**src/rtl/stopwatch_ctrl.sv**
```systemverilog
// Stopwatch sequencer: synchronises and debounces the two buttons, runs the
// IDLE/RUN/PAUSE/LAP machine and generates the tick, clear and freeze controls.
module stopwatch_ctrl #(
    parameter int unsigned DB_CYC   = 500000,
    parameter int unsigned TICK_DIV = 1000000
) (
    input  logic       CLK,
    input  logic       RST,
    input  logic       KEY_SS,
    input  logic       KEY_LAP,
    output logic       TICK,
    output logic       CNT_CLR,
    output logic       LAP_HOLD,
    output logic       RUNNING,
    output logic [1:0] STATE
);

    localparam int unsigned DBW = (DB_CYC < 2) ? 1 : $clog2(DB_CYC + 1);
    localparam int unsigned PW  = $clog2(TICK_DIV);
    localparam logic [DBW-1:0] DB_LAST = DBW'(DB_CYC - 1);
    localparam logic [PW-1:0]  P_LAST  = PW'(TICK_DIV - 1);

    typedef enum logic [1:0] {
        IDLE  = 2'd0,
        RUN   = 2'd1,
        PAUSE = 2'd2,
        LAP   = 2'd3
    } state_t;

    // Bit 0 is the start/stop key, bit 1 the lap/clear key.
    logic [1:0]     s1_q, s1_d, s2_q, s2_d;
    logic [1:0]     db_q, db_d, dbd_q, dbd_d;
    logic [DBW-1:0] cnt_q [2];
    logic [DBW-1:0] cnt_d [2];
    logic [PW-1:0]  presc_q, presc_d;
    state_t         state_q, state_d;
    logic           tick_q, tick_d, clr_q, clr_d;
    logic           hold_q, hold_d, running_q, running_d;
    logic [1:0]     press;
    logic           ss_p, lap_p, run_now, run_next;

    always_comb begin
        s1_d  = {KEY_LAP, KEY_SS};
        s2_d  = s1_q;
        dbd_d = db_q;
        db_d  = db_q;
        for (int unsigned k = 0; k < 2; k++) begin
            cnt_d[k] = '0;
            if (s2_q[k] != db_q[k]) begin
                if (cnt_q[k] == DB_LAST) begin
                    db_d[k] = ~db_q[k];
                end else begin
                    cnt_d[k] = cnt_q[k] + 1'b1;
                end
            end
        end

        press = db_q & ~dbd_q;
        ss_p  = press[0];
        lap_p = press[1] & ~press[0];  // start/stop wins a same-cycle collision

        state_d = state_q;
        case (state_q)
            IDLE:  if (ss_p) state_d = RUN;
            RUN:   if (ss_p) state_d = PAUSE; else if (lap_p) state_d = LAP;
            LAP:   if (ss_p) state_d = PAUSE; else if (lap_p) state_d = RUN;
            PAUSE: if (ss_p) state_d = RUN;   else if (lap_p) state_d = IDLE;
            default: state_d = IDLE;
        endcase

        clr_d     = (state_q == PAUSE) && (state_d == IDLE);
        run_now   = (state_q == RUN) || (state_q == LAP);
        run_next  = (state_d == RUN) || (state_d == LAP);
        running_d = run_next;
        hold_d    = (state_d == LAP);

        // Counting only while running on both sides of the edge keeps the
        // partial interval intact across pause and gives a full first period.
        presc_d = presc_q;
        tick_d  = 1'b0;
        if (state_d == IDLE) begin
            presc_d = '0;
        end else if (run_now && run_next) begin
            if (presc_q == P_LAST) begin
                presc_d = '0;
                tick_d  = 1'b1;
            end else begin
                presc_d = presc_q + 1'b1;
            end
        end
    end

    always_ff @(posedge CLK or negedge RST) begin
        if (!RST) begin
            s1_q      <= '0;
            s2_q      <= '0;
            db_q      <= '0;
            dbd_q     <= '0;
            cnt_q[0]  <= '0;
            cnt_q[1]  <= '0;
            presc_q   <= '0;
            state_q   <= IDLE;
            tick_q    <= 1'b0;
            clr_q     <= 1'b0;
            hold_q    <= 1'b0;
            running_q <= 1'b0;
        end else begin
            s1_q      <= s1_d;
            s2_q      <= s2_d;
            db_q      <= db_d;
            dbd_q     <= dbd_d;
            cnt_q[0]  <= cnt_d[0];
            cnt_q[1]  <= cnt_d[1];
            presc_q   <= presc_d;
            state_q   <= state_d;
            tick_q    <= tick_d;
            clr_q     <= clr_d;
            hold_q    <= hold_d;
            running_q <= running_d;
        end
    end

    assign TICK     = tick_q;
    assign CNT_CLR  = clr_q;
    assign LAP_HOLD = hold_q;
    assign RUNNING  = running_q;
    assign STATE    = state_q;

endmodule
```
**config.mk**
```make
export PLATFORM = sky130hd
export DESIGN_NAME = stopwatch_ctrl
export DESIGN_NICKNAME = d
export VERILOG_FILES = /design/src/rtl/stopwatch_ctrl.sv
export SDC_FILE = /design/constraint.sdc
export NUM_CORES = 1
export LEC_CHECK = 0
export CORE_MARGIN = 3
export CORE_UTILIZATION = 55
export DETAILED_ROUTE_END_ITERATION = 6
export PLACE_DENSITY = 0.68
export SLEW_MARGIN = 20
export SYNTH_ARGS = -nofsm -noshare
export SYNTH_HDL_FRONTEND = slang
export SYNTH_SLANG_ARGS = --single-unit
```
**constraint.sdc**
```tcl
create_clock -name CLK -period 2.2 [get_ports CLK]
set_input_delay 0.33 -clock CLK [delete_from_list [all_inputs] [get_ports CLK]]
set_output_delay 0.33 -clock CLK [all_outputs]
set_load 0.02 [all_outputs]
```
==> impl_metrics.yaml <==
global_routing:
  grt_max_degree: 42
  grt_pass1_vias: 2400
  grt_pass1_wl_um: 11300
  overflow: 0
  track_usage: 0.1951
  antenna_found_initial: 0
cts:
  cts_buffers: 9
  cts_tree: "built"
  clk_latency_ns: 0.34
  clk_path_buf_depth: 2
  clk_pin_slew_ns: 0.08
  cts_setup_buffers: 0
  cts_resized: 0
  h-tree-depth: 3
  cts_root_buf: "clkbuf_8"
  cts_num_sinks: 71
critical_path:
  cp-end-kind: "register"
  cpPeakStageDelay_ns: 0.45
  path_cells: "ha_1 -> nand3_4 -> nor4_4 -> nand2_2 -> or3_1 -> o211ai_2"
  start_kind: "register"
  critPathArrivalTime_ns: 2.24
  r2r_setup_slack_ns: 0.22
  timing.critical_path.fanout_max: 7
  critical_path_class: "register to register"
  crit_path_top_delay_cell: "nor4_4"
  required_ns: 2.46
synth:
  synthAdderAreaFrac: 0.01072
  synth.distinct_cells: 48
  syn_area_um2: 3502
  synth_fp_nets: 363
  synth_top_area_frac: 0.5073
  syn_inst: 356
  ys_ff_latch: 71
  synth_area_leaders: "dfrtp_1 (51%), xnor2_1 (6.0%), nor2_1 (5.8%)"
  synth_top_family_by_area: "simple AND/OR/NAND/NOR gates"
  muxShareOfSynthArea: 0.01215
  synth_area_per_cell_um2: 9.837
  ys_seq_area_frac: 0.5073
  yosys_warnings: 0
  synth_area_leader_cell: "dfrtp_1"
  synth-xor-area-share: 0.09253
  synthSimpleGateAreaFrac: 0.2647
  synth_compound_area_frac: 0.08253
finish:
  areaGrowthSynthToFinish_pct: 10.83
  fillerInstances: 494
  drive_gt1_frac: 0.09164
  fin_area_um2: 3881
  fin_cells: 446
  diodes: 0
  nets: 373
sta:
  max_freq_mhz: 506.0
  grt_setup_unrepaired: "false"
  min_period_ns: 1.976
  finalSetupViolCount: 0
  slew_violations: 0
  layout_setup_ws_ns: 0.2237
  period_share: 0.8983
  finClkSkew_ns: 0.01042
  slew_headroom: 0.5572
  tightest_slew_ns: 0.6598
  tns_ns: 0
  hold_viol_final: 0
drt:
  ant_nets: 0
  drt-pass1-iter-count: 4
  via_count: 2529
  drt_iter0_drc: 147
  drc_errors: 0
  via_per_inst: 5.670
  post_drt_wl_per_cell_um: 14.34
  wl_um: 6397
floorplan:
  initial_core_util: 0.5812
  core_area_um2: 6026
  die_h_um: 85.80
  die_width_um: 85.80
  row_count: 28
  ioPinCount: 10
  dieArea_um2: 7361
place:
  place_hpwl_um: 4381
  place_area_um2: 3647
  gp_congestion: 0.8334
  port_buffers: 9
  dp_cells: 429
  preCtsSetupSlack_ns: 0.2296
run_status:
  outcome: "completed"
power:
  peakVddDrop_v: 0.0004927
  p_leak_nw: 1.619
  power.density_nw_per_um2: 657.9
job:
  cap_violations: 0
min_path:
  hp-class: "register to register"
-- area by class of cell --
class / instances / area [µm²] / share of cell area
Tap cell: 75 / 93.84 / 0.02418
Timing Repair Buffer: 14 / 140.1 / 0.03611
Clock buffer: 13 / 158.9 / 0.04094
Multi-Input combinational cell: 263 / 1620 / 0.4175
Inverter: 7 / 26.28 / 0.006770
Clock inverter: 3 / 65.06 / 0.01676
Sequential cell: 71 / 1777 / 0.4578
-- power breakdown --
part | internal, W | switching, W
Combinational | 0.0000201 | 0.0000447
Clock | 0.000700 | 0.000461
Sequential | 0.00132 | 0.0000104
Total | 0.00204 | 0.000516
-- timing repair --
action                     4_1_cts  5_1_grt
hold endpoints to repair        30        0
hold buffers                     1        0
setup endpoints to repair        0        0
-- metal layers --
metal / vias up / GRT usage / routed length [µm]
met5: - / 0 / 0
met4: 0 / 0.07770 / 90
met3: 11 / 0.04995 / 240
met2: 52 / 0.2860 / 2998
met1: 1198 / 0.2782 / 3067
li1: 1268 / - / -
-- flip-flops by register name (all words and copies together), names as in the netlist --
name      cells
cnt_q        38
s1_q          2
dbd_q         2
TICK          1
CNT_CLR       1
db_q          2
STATE         2
s2_q          2
presc_q      20
LAP_HOLD      1
-- through the flow --
stage / hold WS (ns) / utilization / total power (W)
after floorplan: 0.03441 / - / 0.001379
after global placement: 0.2886 / 0.6053 / 0.001418
after detailed placement: 0.2883 / 0.6053 / 0.001419
after CTS: 0.3536 / 0.6441 / 0.002586
after global routing: 0.3656 / 0.6441 / 0.002657
final: 0.3507 / 0.6441 / 0.002553
-- cells by family (layout without fill, tap and decap cells) --
kind of cell               after synthesis  count (layout)
DFF                                     71              71
adders and majority gates                3               3
and+or+nand+nor                        175             175
muxes                                    4               4
AOI/OAI and AO/OA                       44              44
xor gates and xnor gates                37              37
buffers and inverters                   22              37
-- worst paths after layout --
check	from	cells past startpoint	end
max in group asynchronous	RST	3	dbd_q[1]
setup reg to reg	presc_q[0]	6	presc_q[18]
setup / recovery	presc_q[0]	6	presc_q[18]
hold / removal	s1_q[1]	0	s2_q[1]
hold reg to reg	s1_q[1]	0	s2_q[1]
min in group asynchronous	RST	2	cnt_q[18]
-- placed cells by master, fill, tap and decap left out, drive strengths merged, types with 8 or more instances in the layout --
cell type / netlist / final
a21oi: 9 / 9
a31oi: 18 / 18
and3: 10 / 10
clkbuf: 6 / 13
clkdlybuf4s50: 0 / 8
dfrtp: 71 / 71
nand2: 35 / 35
nand3: 27 / 27
nand4: 9 / 9
nor2: 54 / 54
nor3: 9 / 9
nor4: 8 / 8
xnor2: 24 / 24
xor2: 13 / 13
-- worst max-delay path: cells and delay by family (launching register included) --
kind                     cells  cell delay (ns)
flip-flops                   1             0.44
AND/OR/NAND/NOR              4             1.04
AO/OA/AOI/OAI                1             0.14
adder cells (fa/ha/maj)      1             0.27
-- synth_stat cells (all sizes together) --
cell type / instances
nand4b: 1
o311ai: 1
buf: 9
nor4bb: 1
nand3: 27
a211oi: 1
a31oi: 18
o211ai: 2
and4: 3
nand2b: 4
mux2: 2
a41oi: 3
nand3b: 1
dfrtp: 71
nand2: 35
ha: 3
clkbuf: 6
xor2: 13
or3: 3
and2: 3
a21oi: 9
nor3: 9
o21ai: 7
mux2i: 2
a22o: 2
nor2b: 2
nor2: 54
nor4: 8
and3: 10
inv: 7
a21o: 1
xnor2: 24
or2: 2
nor4b: 2
nand4: 9
and4b: 1
(Power assumes the default switching activity.)
